[config.mk]
export PLATFORM = sky130hd
export DESIGN_NAME = h_serial_adder
export DESIGN_NICKNAME = d
export VERILOG_FILES = /design/src/rtl/h_serial_adder.sv
export SDC_FILE = /design/constraint.sdc
export NUM_CORES = 1
export LEC_CHECK = 0
export CAP_MARGIN = 20
export CORE_MARGIN = 2
export CORE_UTILIZATION = 50
export DETAILED_ROUTE_END_ITERATION = 10
export PLACE_DENSITY = 0.85
export RECOVER_POWER = 25
export SETUP_SLACK_MARGIN = 0.02
export SLEW_MARGIN = 20
export SYNTH_ARGS = -nofsm -noshare
export SYNTH_HDL_FRONTEND = slang
export SYNTH_SLANG_ARGS = --single-unit
[constraint.sdc]
create_clock -name clk -period 1.81 [get_ports clk]
set_input_delay 0.181 -clock clk [delete_from_list [all_inputs] [get_ports clk]]
set_output_delay 0.181 -clock clk [all_outputs]
set_load 0.01 [all_outputs]
[src/rtl/h_serial_adder.sv]
// Bit-serial 16-bit adder: one bit per clock, LSB first, with carry-out and
// two's-complement overflow reported on a one-cycle done pulse.
module h_serial_adder (
   input  logic        clk,
   input  logic        rst,
   input  logic        start,
   input  logic [15:0] a,
   input  logic [15:0] b,
   input  logic        cin,
   output logic [15:0] sum,
   output logic        cout,
   output logic        ovf,
   output logic        busy,
   output logic        done
);

   typedef enum logic [1:0] {
      IDLE = 2'd0,
      RUN  = 2'd1,
      DONE = 2'd2
   } state_t;

   state_t      state, state_next;
   logic [15:0] a_sh, b_sh;
   logic        carry;
   logic [3:0]  cnt;
   logic        bit_sum, bit_carry;
   logic        last_bit;

   // Full-adder slice for the bit currently at the bottom of the shifters.
   assign bit_sum   = a_sh[0] ^ b_sh[0] ^ carry;
   assign bit_carry = (a_sh[0] & b_sh[0]) | (carry & (a_sh[0] ^ b_sh[0]));
   assign last_bit  = (cnt == 4'd15);

   always_ff @(posedge clk or posedge rst) begin
      if (rst) begin
         state <= IDLE;
      end else begin
         state <= state_next;
      end
   end

   always_comb begin
      state_next = state;
      busy       = 1'b0;
      done       = 1'b0;
      case (state)
         IDLE: begin
            if (start) begin
               state_next = RUN;
            end
         end
         RUN: begin
            busy = 1'b1;
            if (last_bit) begin
               state_next = DONE;
            end
         end
         DONE: begin
            done       = 1'b1;
            state_next = IDLE;
         end
         default: begin
            state_next = IDLE;
         end
      endcase
   end

   always_ff @(posedge clk or posedge rst) begin
      if (rst) begin
         a_sh  <= 16'h0000;
         b_sh  <= 16'h0000;
         carry <= 1'b0;
         cnt   <= 4'd0;
         sum   <= 16'h0000;
         cout  <= 1'b0;
         ovf   <= 1'b0;
      end else begin
         case (state)
            IDLE: begin
               if (start) begin
                  a_sh  <= a;
                  b_sh  <= b;
                  carry <= cin;
                  cnt   <= 4'd0;
                  sum   <= 16'h0000;
                  cout  <= 1'b0;
                  ovf   <= 1'b0;
               end
            end
            RUN: begin
               sum   <= {bit_sum, sum[15:1]};
               a_sh  <= {1'b0, a_sh[15:1]};
               b_sh  <= {1'b0, b_sh[15:1]};
               carry <= bit_carry;
               cnt   <= cnt + 4'd1;
               // On bit 15, carry still holds the carry into the sign bit.
               if (last_bit) begin
                  cout <= bit_carry;
                  ovf  <= carry ^ bit_carry;
               end
            end
            default: begin
            end
         endcase
      end
   end

endmodule

==> results.md, run 1 <==
* Post-synth top flop: dfrtp_1
* Post-synth cell types at 26
* Pre-CTS setup slack at 0.277 ns
* Final Power at 5.02 mW
* Critical-path top delay cell: dfrtp_1
* Clock power share at 0.233
* HP Class: in2async
* Min setup slack post-route at roughly 0.26 ns
* Pwr Density at 1490 nW/µm²
* Number of global-route vias before repair at 1927
* Num rows at 25
* Worst Tran Pin Value at 0.622 ns
* Clock buffer depth at 2
* Synth warn at 0
* N_diodes at 0
* Slew HR at 0.585
* Vias at slightly below 2000
* Peak VDD IR at 0.693 mV
* Internal at 3.38 mW
* Fin. max-slew vios at 0
* Final cell count without fillers at 360
* Final GP Congestion at 0.734
* Final Setup Violations at 0
* I/O pins at 56
* Startpoint Class: flop
* Synth top area share at 0.566
* DP Area at 3140 µm²
* Sequential share of power at 0.423
* Status: complete, no violations
* Critical Path, Cell by Cell: buf_12 > nor2b_1 > dlygate4sd2_1
* Area leader, netlist: dfrtp_1
* Final HPWL DP at 3670 µm
* Hold_ws at 0.370 ns
* CTS clk-pin slew, worst paths at about 0.07 ns
* Number of flops mapped to enable cells by yosys at 0
* Critical Path Fanout Max at 18
* FF+latch count, synth at 57
* Layout area overhead at 33.5%
* Fin crit share at 0.858
* Leak at 1.44 nW
* Critical Path RT at 1.63 ns
* Post-Route Setup TNS at 0 ns
* DRT Pass-1 Iters at 4
* CP Capture Type: output pin
* Total grt overflow at 0
* First-pass GRT wire length at 9050 µm
* Post-synth top cells: dfrtp_1 (57), o21ai_1 (37), a22oi_1 (31)
* CTS tree: yes
* Dominant cell by count in the synthesized netlist: dfrtp_1
* Area of the core at between 4000 and 5000 µm²
* Ys async rst share at 1.00
* Combinational power share at 0.344
* Gate count after technology mapping at 228
* Final period demand of the worst path at around 1.6 ns
* Layout cell share with drive strength beyond 1 at 0.113
* Die Span X at 75.0 µm
* P_sw at 1.64 mW
* Starting DRT DRC Count at 81
* Clock root buffer: clkbuf_8
* GR Util All Layers at 0.215
* WL/cell at 15.0 µm
* Kind of cell adding the most delay to the critical path: buffers and inverters
* Register area share after synthesis at 0.566
* CTS HTree Levels at 3
* Total CTS buffers at 9
* RSZ-0062 raised after global routing: no
* Multi-input logic area at 953 µm²
* Final Hold Vio Count at 0
* Largest cells by area after synthesis: dfrtp_1 (57%), a22oi_1 (9.2%), o21ai_1 (7.3%)
* Placed Cells at 342
* Switch share at 0.327
* # hold bufs at CTS at 0
* ANT nets after route at 0
* Nets@finish at between 300 and 400
* Clock latency at the later pin of the worst-skew pair at 0.33 ns
* Initial antenna violation count at 0
* Vias per cell at 5.47
* Sequential cell area at 1430 µm²
* Kind of critical path: reg2out
* Post-synthesis cell area at 2520 µm²
* Initial Utilization at 0.527
* Largest net degree at the start of global routing at 41
* # DRC at 0
* Die Span Y at 75.0 µm
* Buf/Inv on CP at 2
* CP peak stage delay at 0.42 ns
* IO Port Bufs at 55
* FILL cells at 372
* Crit path DAT at 1.37 ns
* Fmax at 0.644 GHz
* Total Die Area at 5630 µm²
* Synth Net Count at approximately 270
* Max-Cap Viols at 0
* Post-route cell area at 3370 µm²
* Clock Skew at 0.00613 ns
* Average cell area after synthesis at 11.1 µm²
* Total wire length at 5410 µm
* Sink Count at 57
* Post-layout util at 0.703
-- logic make-up after synthesis --
group / count (synthesis) / share of synthesized area
buffers and inverters: 21 / 0.0561
AO/OA/AOI/OAI: 98 / 0.259
adder cells (fa/ha/maj): 2 / 0.0129
flip-flops: 57 / 0.566
XOR/XNOR: 1 / 0.00347
multiplexers: 1 / 0.00397
AND/OR/NAND/NOR: 48 / 0.0988
-- registers in the layout, indices dropped and copies added (netlist names) --
signal / cells
state: 2
cnt: 4
a_sh: 16
ovf: 1
b_sh: 16
carry: 1
cout: 1
sum: 16
-- worst register-to-register path, stage by stage (launching register included) --
cell	delay (ns)
dfrtp_1	0.45
buf_4	0.23
nor2b_2	0.12
buf_4	0.24
a22oi_1	0.11
o21ai_1	0.14
-- path summary, 6_finish.rpt --
path | startpoint | endpoint | slack, ns | cells past startpoint
worst min-delay path | rst | sum[11]$_DFFE_PP0P_ | 0.37 | 2
worst max-delay path | state[1]$_DFFE_PP0P_ | done | 0.26 | 3
min in group clk | a[5] | a_sh[5]$_DFFE_PP0P_ | 0.47 | 3
worst max register to register | state[0]$_DFFE_PP0P_ | b_sh[13]$_DFFE_PP0P_ | 0.44 | 5
worst min register to register | cnt[3]$_DFFE_PP0P_ | cnt[3]$_DFFE_PP0P_ | 0.47 | 1
max in group asynchronous | rst | a_sh[9]$_DFFE_PP0P_ | 0.41 | 3
-- timing repair --
item                                    CTS  global route
gates resized for setup                   3             0
setup buffers                             1             0
hold endpoints to repair                  0             0
endpoints found under the setup margin    2             0
-- cells in the final DEF (no fill, tap or decap), types with 2 or more instances in the layout --
cell type,netlist,routed
a22oi_1,31,31
dfrtp_1,57,57
buf_12,0,2
clkbuf_8,0,10
dlygate4sd2_1,0,2
buf_4,5,9
a21oi_1,10,10
o21ai_1,37,37
a22o_1,19,19
clkinvlp_4,0,2
nand2_1,26,26
clkdlybuf4s50_1,0,52
nand3_1,2,2
clkinv_2,0,2
nor2b_1,13,13
-- cell type report --
class,count,share of cell area
Clock inverter,5,0.0164
Tap cell,67,0.0249
Sequential cell,57,0.424
Inverter,2,0.00297
Multi-Input combinational cell,150,0.283
Clock buffer,11,0.0420
Timing Repair Buffer,68,0.207
-- metal layers --
layer | global-route usage | routed length (µm) | vias to the layer above
li1 | - | - | 952
met1 | 0.285 | 2430 | 954
met2 | 0.342 | 2680 | 53
met3 | 0.0522 | 226 | 10
met4 | 0.0833 | 74 | 0
met5 | 0 | 0 | -
-- power by group through the flow --
| stage | Clock [mW] | Combinational [mW] | Sequential, mW |
|---|---|---|---|
| global route | 1.24 | 1.92 | 2.18 |
| finish | 1.17 | 1.73 | 2.12 |
| detailed placement | 0 | 1.74 | 2.14 |
| global placement | 0 | 1.67 | 2.12 |
| CTS | 1.18 | 1.75 | 2.13 |
| floorplan | 0 | 1.08 | 2.12 |
(Power assumes the default switching activity.)
==> inputs of run 2 (changes only) <==
==> constraint.sdc (replaced) <==
create_clock -name clk -period 1.9 [get_ports clk]
set_input_delay 0.19 -clock clk [delete_from_list [all_inputs] [get_ports clk]]
set_output_delay 0.19 -clock clk [all_outputs]
set_load 0.01 [all_outputs]
==> run 2 against run 1 <==
Setup slack lost 0.11 ns. Sequential power decreased by 4%. Critical path type unchanged. Critical path depth did not move.
==> results.md, run 2 (synthesized netlist as in run 1, its figures left out) <==
* Status: complete, no violations
* Num rows at 25
* DRT Pass-1 Iters at 5
* P_sw at roughly 1.6 mW
* Combinational power share at 0.344
* I/O pins at 56
* Kind of critical path: reg2out
* Final period demand of the worst path at 1.75 ns
* Sequential share of power at 0.429
* CP Capture Type: output pin
* Initial antenna violation count at 0
* Number of global-route vias before repair at 1952
* Fin crit share at 0.922
* Leak at 1.44 nW
* Final Hold Vio Count at 0
* Clock Skew at 0.00823 ns
* Critical Path RT at about 1.7 ns
* Clock power share at 0.227
* N_diodes at 0
* WL/cell at 15.3 µm
* IO Port Bufs at 55
* First-pass GRT wire length at 9300 µm
* Fmax at 0.571 GHz
* Initial Utilization at 0.527
* Resized Gates After CTS at 0
* Min setup slack post-route at 0.149 ns
* Total CTS buffers at 9
* Total Die Area at 5630 µm²
* Sequential cell area at 1430 µm²
* Clock buffer depth at 2
* Die Span Y at 75.0 µm
* Clock latency at the later pin of the worst-skew pair at 0.34 ns
* CTS clk-pin slew, worst paths at 0.07 ns
* Crit path DAT at 1.56 ns
* Internal at 3.18 mW
* # DRC at 0
* RSZ-0062 raised after global routing: no
* Pre-CTS setup slack at ~0.39 ns
* HP Class: in2async
* # hold bufs at CTS at 0
* # Post-CTS Setup Buffers at 0
* Final Setup Violations at 0
* ANT nets after route at 0
* Area of the core at 4790 µm²
* Commonest non-fill, non-tap cell in the layout: dfrtp_1
* CTS tree: yes
* Most frequent cells in the layout: dfrtp_1 (57), clkdlybuf4s50_1 (54), o21ai_1 (37), a22oi_1 (31), nand2_1 (26)
* Slew HR at 0.456
* Final HPWL DP at 3760 µm
* Post-Route Setup TNS at 0 ns
* Fin. max-slew vios at 0
* Sink Count at between 50 and 60
* Critical Path Fanout Max at 8
* Largest net degree at the start of global routing at 30
* Clock root buffer: clkbuf_8
* Vias at 2040
* Total wire length at 5550 µm
* Multi-input logic area at 953 µm²
* Nets@finish at 329
* Largest regs: a_sh (16), b_sh (16), sum (16)
* Starting DRT DRC Count at 190
* Max-Cap Viols at 0
* FILL cells at 364
* Switch share at 0.328
* Hold_ws at 0.456 ns
* Die Span X at 75.0 µm
* Startpoint Class: flop
* Final GP Congestion at 0.781
* Worst Tran Pin Value at 0.815 ns
* Total grt overflow at 0
* GR Util All Layers at 0.222
* Layout area overhead at 32.2%
* CTS HTree Levels at 3
* Layout cell share with drive strength beyond 1 at 0.122
* Vias per cell at 5.62
* Peak VDD IR at 0.630 mV
* Pwr Density at between 1000 and 1500 nW/µm²
run 2: area by class of cell:
cell class / count / share of cell area
flip-flops and latches: 57 / 0.428
multi-input cells: 150 / 0.286
repair buffers: 71 / 0.201
clock buffers: 14 / 0.0548
well taps: 67 / 0.0252
clock inverters: 2 / 0.00300
inverters: 2 / 0.00225
run 2: routing by layer:
metal,vias up,global-route usage,part of all wire
met5,-,0,0
li1,959,-,-
met1,995,0.302,0.44
met2,78,0.348,0.49
met3,8,0.0428,0.059
met4,0,0.101,0.0079
run 2: per-stage QoR:
step	power, mW	utilization	std cells	instance area (µm²)
after global routing	5.04	0.696	363	3330
after detailed placement	3.69	0.658	346	3150
final	4.73	0.696	363	3330
after CTS	4.76	0.698	362	3340
after floorplan	3.05	-	228	2520
after global placement	3.60	0.658	346	3150
run 2: worst paths after layout:
kind | startpoint | end | slack [ns] | cells past startpoint
max | state[1]$_DFFE_PP0P_ | done | 0.15 | 3
min | rst | a_sh[9]$_DFFE_PP0P_ | 0.46 | 2
max reg2reg | state[1]$_DFFE_PP0P_ | a_sh[15]$_DFFE_PP0P_ | 0.41 | 5
min reg2reg | cnt[3]$_DFFE_PP0P_ | cnt[3]$_DFFE_PP0P_ | 0.47 | 1
max in group asynchronous | rst | a_sh[11]$_DFFE_PP0P_ | 0.44 | 3
min in group clk | cnt[3]$_DFFE_PP0P_ | cnt[3]$_DFFE_PP0P_ | 0.47 | 1
run 2: power by group through the flow:
stage	clock, mW	sequential, mW	combinational, mW
floorplan	0	2.02	1.03
global placement	0	2.02	1.58
detailed placement	0	2.04	1.65
CTS	1.09	2.03	1.65
global route	1.13	2.09	1.81
finish	1.07	2.03	1.63
run 2: worst max-delay path: stages (launching register included):
cell and delay (ns):
dfrtp_1 0.38, buf_4 0.17, nor2b_1 0.13, clkdlybuf4s50_1 0.54
